==> config.mk <==
export PLATFORM = sky130hd
export DESIGN_NAME = cpu_sequencer_flat
export DESIGN_NICKNAME = d
export VERILOG_FILES = /design/src/rtl/cpu_sequencer_if.sv /design/src/rtl/cpu_sequencer.sv /design/src/flat_wrapper.sv
export SDC_FILE = /design/constraint.sdc
export NUM_CORES = 1
export LEC_CHECK = 0
export ABC_AREA = 0
export CORE_AREA = 2 2 39 41
export CTS_CLUSTER_SIZE = 8
export DETAILED_ROUTE_END_ITERATION = 7
export DIE_AREA = 0 0 41 43
export GPL_ROUTABILITY_DRIVEN = 0
export MAX_ROUTING_LAYER = met4
export PLACE_DENSITY = 0.67
export SYNTH_ARGS = -nofsm -noshare
export SYNTH_HDL_FRONTEND = slang
export SYNTH_SLANG_ARGS = --single-unit
==> constraint.sdc <==
create_clock -name clk -period 1.5 [get_ports clk]
set_input_delay 0.45 -clock clk [delete_from_list [all_inputs] [get_ports clk]]
set_output_delay 0.45 -clock clk [all_outputs]
set_load 0.02 [all_outputs]
==> src/rtl/cpu_sequencer_if.sv <==
// cpu_sequencer_if: control bundle between the instruction sequencer and the CPU datapath.
//   master : sequencer side. It receives opcode, zero and stall, and drives the strobes and phase.
//   slave  : datapath side. It drives opcode, zero and stall, and receives the strobes and phase.
//   opcode : IR opcode field (0 HLT, 1 SKZ, 2 ADD, 3 AND, 4 XOR, 5 LDA, 6 STO, 7 JMP).
//   zero   : accumulator-equals-zero flag.
//   stall  : memory not ready.
//   sel, rd, wr, ld_ir, ld_ac, ld_pc, inc_pc, data_e : datapath control strobes.
//   halt   : CPU halted. phase : current sequencer phase, for trace.
interface cpu_sequencer_if;
   logic [2:0] opcode;
   logic       zero;
   logic       stall;
   logic       sel;
   logic       rd;
   logic       wr;
   logic       ld_ir;
   logic       ld_ac;
   logic       ld_pc;
   logic       inc_pc;
   logic       data_e;
   logic       halt;
   logic [2:0] phase;

   modport master (
      input  opcode, zero, stall,
      output sel, rd, wr, ld_ir, ld_ac, ld_pc, inc_pc, data_e, halt, phase
   );

   modport slave (
      output opcode, zero, stall,
      input  sel, rd, wr, ld_ir, ld_ac, ld_pc, inc_pc, data_e, halt, phase
   );
endinterface

==> src/rtl/cpu_sequencer.sv <==
// cpu_sequencer: eight-phase instruction sequencer for the 5-bit-address RISC CPU.
// Each instruction takes one pass through phases 0..7. Every datapath strobe is decoded
// combinationally from the phase, the IR opcode and the accumulator zero flag.
// Ports:
//   clk  : clock, rising edge.
//   rst  : asynchronous, active-high reset. It forces phase 0, clears halt, and zeroes all strobes.
//   bus  : cpu_sequencer_if.master. It carries opcode/zero/stall in and the strobes, halt and
//          phase out.
// Parameters:
//   STALL_EN : 1 lets stall freeze the phase counter. 0 ignores stall.
module cpu_sequencer #(
   parameter bit STALL_EN = 1'b1
) (
   input logic             clk,
   input logic             rst,
   cpu_sequencer_if.master bus
);

   typedef enum logic [2:0] {
      PhInstAddr  = 3'd0,
      PhInstFetch = 3'd1,
      PhInstLoad  = 3'd2,
      PhIdle      = 3'd3,
      PhOpAddr    = 3'd4,
      PhOpFetch   = 3'd5,
      PhAluOp     = 3'd6,
      PhStore     = 3'd7
   } phase_e;

   localparam logic [2:0] OpHlt = 3'd0;
   localparam logic [2:0] OpSkz = 3'd1;
   localparam logic [2:0] OpAdd = 3'd2;
   localparam logic [2:0] OpAnd = 3'd3;
   localparam logic [2:0] OpXor = 3'd4;
   localparam logic [2:0] OpLda = 3'd5;
   localparam logic [2:0] OpSto = 3'd6;
   localparam logic [2:0] OpJmp = 3'd7;

   phase_e phase_q, phase_d;
   logic   halted_q, halted_d;

   logic   stalled;
   logic   is_hlt, is_skz, is_sto, is_jmp, is_aluop;
   logic   hlt_now;
   logic   skip;

   assign stalled  = STALL_EN & bus.stall;
   assign is_hlt   = (bus.opcode == OpHlt);
   assign is_skz   = (bus.opcode == OpSkz);
   assign is_sto   = (bus.opcode == OpSto);
   assign is_jmp   = (bus.opcode == OpJmp);
   assign is_aluop = (bus.opcode == OpAdd) | (bus.opcode == OpAnd) |
                     (bus.opcode == OpXor) | (bus.opcode == OpLda);
   // HLT is visible on halt as soon as phase 4 decodes it, before the sticky flag sets.
   assign hlt_now  = (phase_q == PhOpAddr) & is_hlt;
   assign skip     = is_skz & bus.zero;

   // State register
   always_ff @(posedge clk or posedge rst) begin
      if (rst) begin
         phase_q  <= PhInstAddr;
         halted_q <= 1'b0;
      end else begin
         phase_q  <= phase_d;
         halted_q <= halted_d;
      end
   end

   // Next state
   always_comb begin
      phase_d  = phase_q;
      halted_d = halted_q;
      if (!halted_q && !stalled) begin
         if (hlt_now) begin
            // Freeze in phase 4 on the same edge that sets the sticky flag.
            halted_d = 1'b1;
         end else begin
            phase_d = phase_e'(phase_q + 3'd1);
         end
      end
   end

   // Output decode
   always_comb begin
      bus.sel    = 1'b0;
      bus.rd     = 1'b0;
      bus.wr     = 1'b0;
      bus.ld_ir  = 1'b0;
      bus.ld_ac  = 1'b0;
      bus.ld_pc  = 1'b0;
      bus.inc_pc = 1'b0;
      bus.data_e = 1'b0;
      bus.halt   = halted_q | hlt_now;
      bus.phase  = phase_q;

      if (!halted_q) begin
         unique case (phase_q)
            PhInstAddr: begin
               bus.sel = 1'b1;
            end
            PhInstFetch: begin
               bus.sel = 1'b1;
               bus.rd  = 1'b1;
            end
            PhInstLoad, PhIdle: begin
               bus.sel   = 1'b1;
               bus.rd    = 1'b1;
               bus.ld_ir = 1'b1;
            end
            PhOpAddr: begin
               bus.inc_pc = ~is_hlt;
            end
            PhOpFetch: begin
               bus.rd = is_aluop;
            end
            // The PC acts on inc_pc/ld_pc only at the phase 7 edge. The phase 6 pulse is
            // set up early and does not cause a second step.
            PhAluOp: begin
               bus.rd     = is_aluop;
               bus.inc_pc = skip;
               bus.ld_pc  = is_jmp;
               bus.data_e = is_sto;
            end
            PhStore: begin
               bus.rd     = is_aluop;
               bus.ld_ac  = is_aluop;
               bus.inc_pc = skip;
               bus.ld_pc  = is_jmp;
               bus.wr     = is_sto;
               bus.data_e = is_sto;
            end
            default: ;
         endcase
      end

      // Reset overrides the decode at once, so an abort in phase 6/7 never leaks wr or ld_pc.
      if (rst) begin
         bus.sel    = 1'b0;
         bus.rd     = 1'b0;
         bus.wr     = 1'b0;
         bus.ld_ir  = 1'b0;
         bus.ld_ac  = 1'b0;
         bus.ld_pc  = 1'b0;
         bus.inc_pc = 1'b0;
         bus.data_e = 1'b0;
         bus.halt   = 1'b0;
      end
   end

endmodule

==> src/flat_wrapper.sv <==
// flat-port wrapper written by rule: the top's interface ports become plain ports
module cpu_sequencer_flat 
#(
   parameter bit STALL_EN = 1'b1
)
  (clk, rst, bus_opcode, bus_zero, bus_stall, bus_sel, bus_rd, bus_wr, bus_ld_ir, bus_ld_ac, bus_ld_pc, bus_inc_pc, bus_data_e, bus_halt, bus_phase);
  cpu_sequencer_if bus_i ();
  input logic clk;
  input logic rst;
  input wire logic [$bits(bus_i.opcode)-1:0] bus_opcode;
  input wire logic [$bits(bus_i.zero)-1:0] bus_zero;
  input wire logic [$bits(bus_i.stall)-1:0] bus_stall;
  output wire logic [$bits(bus_i.sel)-1:0] bus_sel;
  output wire logic [$bits(bus_i.rd)-1:0] bus_rd;
  output wire logic [$bits(bus_i.wr)-1:0] bus_wr;
  output wire logic [$bits(bus_i.ld_ir)-1:0] bus_ld_ir;
  output wire logic [$bits(bus_i.ld_ac)-1:0] bus_ld_ac;
  output wire logic [$bits(bus_i.ld_pc)-1:0] bus_ld_pc;
  output wire logic [$bits(bus_i.inc_pc)-1:0] bus_inc_pc;
  output wire logic [$bits(bus_i.data_e)-1:0] bus_data_e;
  output wire logic [$bits(bus_i.halt)-1:0] bus_halt;
  output wire logic [$bits(bus_i.phase)-1:0] bus_phase;
  assign bus_i.opcode = bus_opcode;
  assign bus_i.zero = bus_zero;
  assign bus_i.stall = bus_stall;
  assign bus_sel = bus_i.sel;
  assign bus_rd = bus_i.rd;
  assign bus_wr = bus_i.wr;
  assign bus_ld_ir = bus_i.ld_ir;
  assign bus_ld_ac = bus_i.ld_ac;
  assign bus_ld_pc = bus_i.ld_pc;
  assign bus_inc_pc = bus_i.inc_pc;
  assign bus_data_e = bus_i.data_e;
  assign bus_halt = bus_i.halt;
  assign bus_phase = bus_i.phase;
  cpu_sequencer #(.STALL_EN(STALL_EN)) u_core (.clk(clk), .rst(rst), .bus(bus_i));
endmodule
==> Yosys cells after proc, flatten, opt, wreduce, memory -nomap -nowiden <==
Index checks and enable logic that the tools add are counted.
{ "word_totals": {"word_cells": 62, "output_inout_bits": 12, "input_bits": 7, "reg_bits": 4} }
{ "classes": {"eq_ne": 14, "reduce_logical": 12, "addsub": 1, "mux": 25, "bitwise_logic": 8} }
{ "op_table": {"columns": ["op", "count"], "rows": [
  ["3-bit == test (second input constant)", 8],
  ["1-bit 2-to-1 mux", 23],
  ["3-bit by 2-bit == test with 1-bit output (second input constant)", 4],
  ["3-bit by 1-bit == test with 1-bit output (second input constant)", 2],
  ["3-bit logical NOT", 2],
  ["3-bit OR reduction", 2],
  ["1-bit OR", 4],
  ["1-bit one-hot mux with 2 select lines", 2],
  ["2-bit AND reduction", 2],
  ["2-bit OR reduction", 2],
  ["4-bit OR reduction", 1],
  ["3-bit by 1-bit adder with 3-bit output (second input constant)", 1],
  ["1-bit AND", 2],
  ["1-bit logical NOT", 2],
  ["1-bit inverter", 2],
  ["1-bit logical AND", 1]
]} }

==> Longest topological paths before layout <==
{ "logic_depth": {"depth_word": 7, "ltp_mapped": 4, "depth_no_buf": 4} }

==> Worst setup path after synthesis <==
OpenSTA, ideal clock, no wires.
{ "synth_timing": {"kind": "reg-to-output", "startpoint": "register u_core.phase_q[2] (netlist: u_core.bus.phase[2])", "endpoint": "output bus_ld_ir", "arrival_ns": 1.427, "path_stages_with_launch": 3, "slack_ns": -0.377, "t_required_ns": 1.050, "path_buffers": 0, "cell_sequence": "dfrtp_1 nor3_1 and2_1"} }
{ "synth_between": {"elab_chain_cells": 5, "elab_cells_between_ends": 6, "classes_between": "2 x eq/ne; 3 x mux; 1 x reduce/logical"} }
{ "synth_lines": {"columns": ["element", "line_no", "source"], "rows": [
  ["start, declared", "cpu_sequencer.sv:39", "phase_e phase_q, phase_d;"],
  ["start signal, assigned", "cpu_sequencer.sv:61", "phase_q <= PhInstAddr;"],
  ["start signal, assigned", "cpu_sequencer.sv:64", "phase_q <= phase_d;"],
  ["3-bit by 2-bit == test with 1-bit output", "cpu_sequencer.sv:97", "unique case (phase_q)"],
  ["2-bit OR reduction *", "cpu_sequencer.sv:97", null],
  ["1-bit 2-to-1 mux *", "cpu_sequencer.sv:97", null],
  ["1-bit 2-to-1 mux *", "cpu_sequencer.sv:96", "if (!halted_q) begin"],
  ["1-bit 2-to-1 mux *", "cpu_sequencer.sv:137", "if (rst) begin"],
  ["end, declared", "flat_wrapper.sv:16", "output wire logic [$bits(bus_i.ld_ir)-1:0] bus_ld_ir;"]
]} }
Mark *: on every way between the ends. The rest lies on a longest branch, timed or not.

==> Final worst setup path <==
{ "layout_timing": {"startpoint": "register u_core.phase_q[1] (netlist: u_core.bus.phase[1])", "endpoint": "output bus_rd"} }
{ "layout_between": {"elab_chain_cells": 5, "elab_cells_between_ends": 11, "classes_between": "6 x eq/ne; 3 x mux; 2 x reduce/logical"} }
{ "layout_lines": {"columns": ["element", "line_no", "source"], "rows": [
  ["3-bit == test (tied with other cells)", "cpu_sequencer.sv:97", null],
  ["3-bit OR reduction (no source line)", null, null],
  ["1-bit one-hot mux with 2 select lines *", "cpu_sequencer.sv:97", null],
  ["1-bit 2-to-1 mux *", "cpu_sequencer.sv:96", null],
  ["1-bit 2-to-1 mux *", "cpu_sequencer.sv:137", null],
  ["end, declared", "flat_wrapper.sv:14", "output wire logic [$bits(bus_i.rd)-1:0] bus_rd;"]
]} }
Marks and branches as above.

==> metrics.txt <==
LEAKAGE 0.4072 nW; arrival time at the worst endpoint 1.42 ns; Synth Register Bits 4; GR Util met2 25.62%; core footprint 1384 um^2; outcome complete, but fails checks; sequential share of the synthesized area 27.21%; Final setup viols 9; slew margin rel. 82.26%; antenna violations before repair 0; die height between 40 and 50 um; Req. time, crit path 1.05 ns; # H-tree levels 1; R2R Path Start u_core.halted_q; CTS Root Cell clkbuf_4; Syn. warnings 0; dpl cells 89; distinct cell type count after synthesis 19; Avg Cell Area, Syn 8.360 um^2; clock buffer count from CTS 3; # clock sinks 4; Tmin final approximately 1.9 ns; final count of hold timing violations 0; Initial Util around a quarter; WL/cell 12.24 um; Crit Reg-Reg Endpoint u_core.bus.phase[1]; Syn Nets 57; Max Freq between 500 and 600 MHz; area occupied by registers 105.1 um^2; clock tree buffer depth 2; row cnt 14; gr ovfl total 0; Clock Pin Slew Worst Setup and Hold Paths 0.04 ns; Synth area leader dfrtp_1; final non-filler cell total 99; failing checks setup timing; CTS tree yes; R2R setup slack 0.07 ns; # IOs 19; Max IR drop VDD 381.9 uV; drt drc 0; vias after detailed routing 458; first-pass GRT wire length roughly 1800 um; min-delay worst type in -> async; fill count 137; share of cells above drive strength 1 about 71%; crit path max fanout 4; PwrDens 386.0 nW/um^2; Setup TNS Final -2.296 ns; IO Port Bufs 18; Synth top area share 27.21%; Final period util 124.9%; max-slew violations 0; synthesis-to-layout area growth 134.7%; Hold-fix buffers, CTS 0; measured slew at the worst slew-check pin 0.2661 ns; Crit. End Element primary output; Final Power 0.3332 mW; met3 track demand over resource 3.141%; net count reported at finish between 90 and 100; vias per cell 4.626; clock skew about 0.005 ns; RSZ-0062 raised after global routing yes; largest net degree at the start of global routing 7; Pre-antenna DRT Iters 1; Setup WS post-layout -0.3731 ns; Routed Antenna Nets 0; met1 usage 17.92%; MaxCap Viol Count 0; cells after synthesis 44; Die Area 1763 um^2; routed wire length 1212 um; initial drt markers 0; Worst R2R Path Depth 4; clk_lat worst skew 0.23 ns; vias in the first global route between 400 and 500; # diodes 0; Finished Core Util between 60 and 70%; area of the multi-input gates roughly 400 um^2; Synth area leaders dfrtp_1, ha_1, nor3_1, inv_1, nor2_1; DP HPWL 850.6 um; Crit Path Class reg -> out; gr usage total between 10% and 20%; CP startpoint kind register; Mapped Area 367.9 um^2; DIE WIDTH 41 um; busiest grt layer met2
[power by group]
part / switching (mW) / total [mW] / internal, mW
Sequential: 0.00501 / 0.117 / 0.112
Clock: 0.0401 / 0.129 / 0.0892
Combinational: 0.0461 / 0.0871 / 0.0410
[cell families after synthesis]
group                      Yosys count  synth area share [%]
AOI/OAI and AO/OA                    6                 12.58
xor gates and xnor gates             2                 4.763
adders and majority gates            6                 20.41
buffers and inverters                5                 5.103
DFF                                  4                 27.21
muxes                                1                 3.061
and+or+nand+nor                     20                 26.87
[cells in the mapped netlist]
master / n
ha_1: 6
inv_1: 5
nor2_1: 5
dfrtp_1: 4
nand2_1: 4
nor3_1: 4
nand3_1: 3
a31oi_1: 2
a21oi_1: 1
a311oi_2: 1
and2_1: 1
and3_1: 1
mux2_1: 1
nand3b_1: 1
nor3_2: 1
o21ai_0: 1
o221ai_1: 1
xnor2_1: 1
xor2_1: 1
[area by class of cell]
class / count / share of cell area [%]
flip-flops and latches: 4 / 12.17
clock buffers: 3 / 2.609
inverters: 5 / 2.174
well taps: 16 / 2.319
repair buffers: 36 / 34.49
multi-input cells: 35 / 46.23
[layer usage]
metal / share of wire (%) / vias to the layer above
met5: 0 / -
met4: 0 / 0
met3: 4.5 / 0
met2: 59 / 11
met1: 37 / 214
li1: - / 233
[registers in the layout, summed over array words and instances, names as in the netlist]
name,count
u_core.halted_q,1
u_core.bus.phase,3
[worst max-delay path, stage by stage, from the launching register on]
cell and delay, ns:
dfrtp_2 0.43, ha_4 0.18, ha_4 0.15, and3_4 0.14
nand3b_1 0.13, buf_2 0.16
[how the worst max path moves through the flow]
stage               endpoint  slack [ns]  cells after the start                start
floorplan             bus_rd       -0.20                      4  u_core.bus.phase[1]
global placement      bus_rd       -1.06                      5        bus_opcode[2]
detailed placement    bus_rd       -1.07                      5        bus_opcode[2]
CTS                   bus_rd       -0.39                      5  u_core.bus.phase[1]
global route          bus_rd       -0.43                      5  u_core.bus.phase[1]
finish                bus_rd       -0.37                      5  u_core.bus.phase[1]
[cell usage in the layout (no fill, tap or decap), drive strengths merged, types with 2 or more instances in the layout]
cell type / count
buf: 31
ha: 6
inv: 5
nor2: 5
nor3: 5
clkbuf: 5
dfrtp: 4
nand2: 4
nand3: 3
a31oi: 2
clkdlybuf4s50: 2
[per-stage QoR]
step / setup WS [ns] / hold WS [ns] / instance area (um^2)
after floorplan: -0.2021 / 0.2161 / 470.5
after detailed placement: -1.066 / 0.7035 / 753.2
after global placement: -1.063 / 0.6929 / 753.2
after global routing: -0.4332 / 0.2902 / 863.3
final: -0.3731 / 0.2734 / 863.3
after CTS: -0.3905 / 0.2689 / 812.0
[timing repair]
item                       in CTS  in global routing
setup buffers                   3                  4
pin swaps                      10                  3
setup endpoints to repair      16                 11
cloned                          0                  0
gates resized for setup        72                 14
Power figures use the tool's default switching activity.
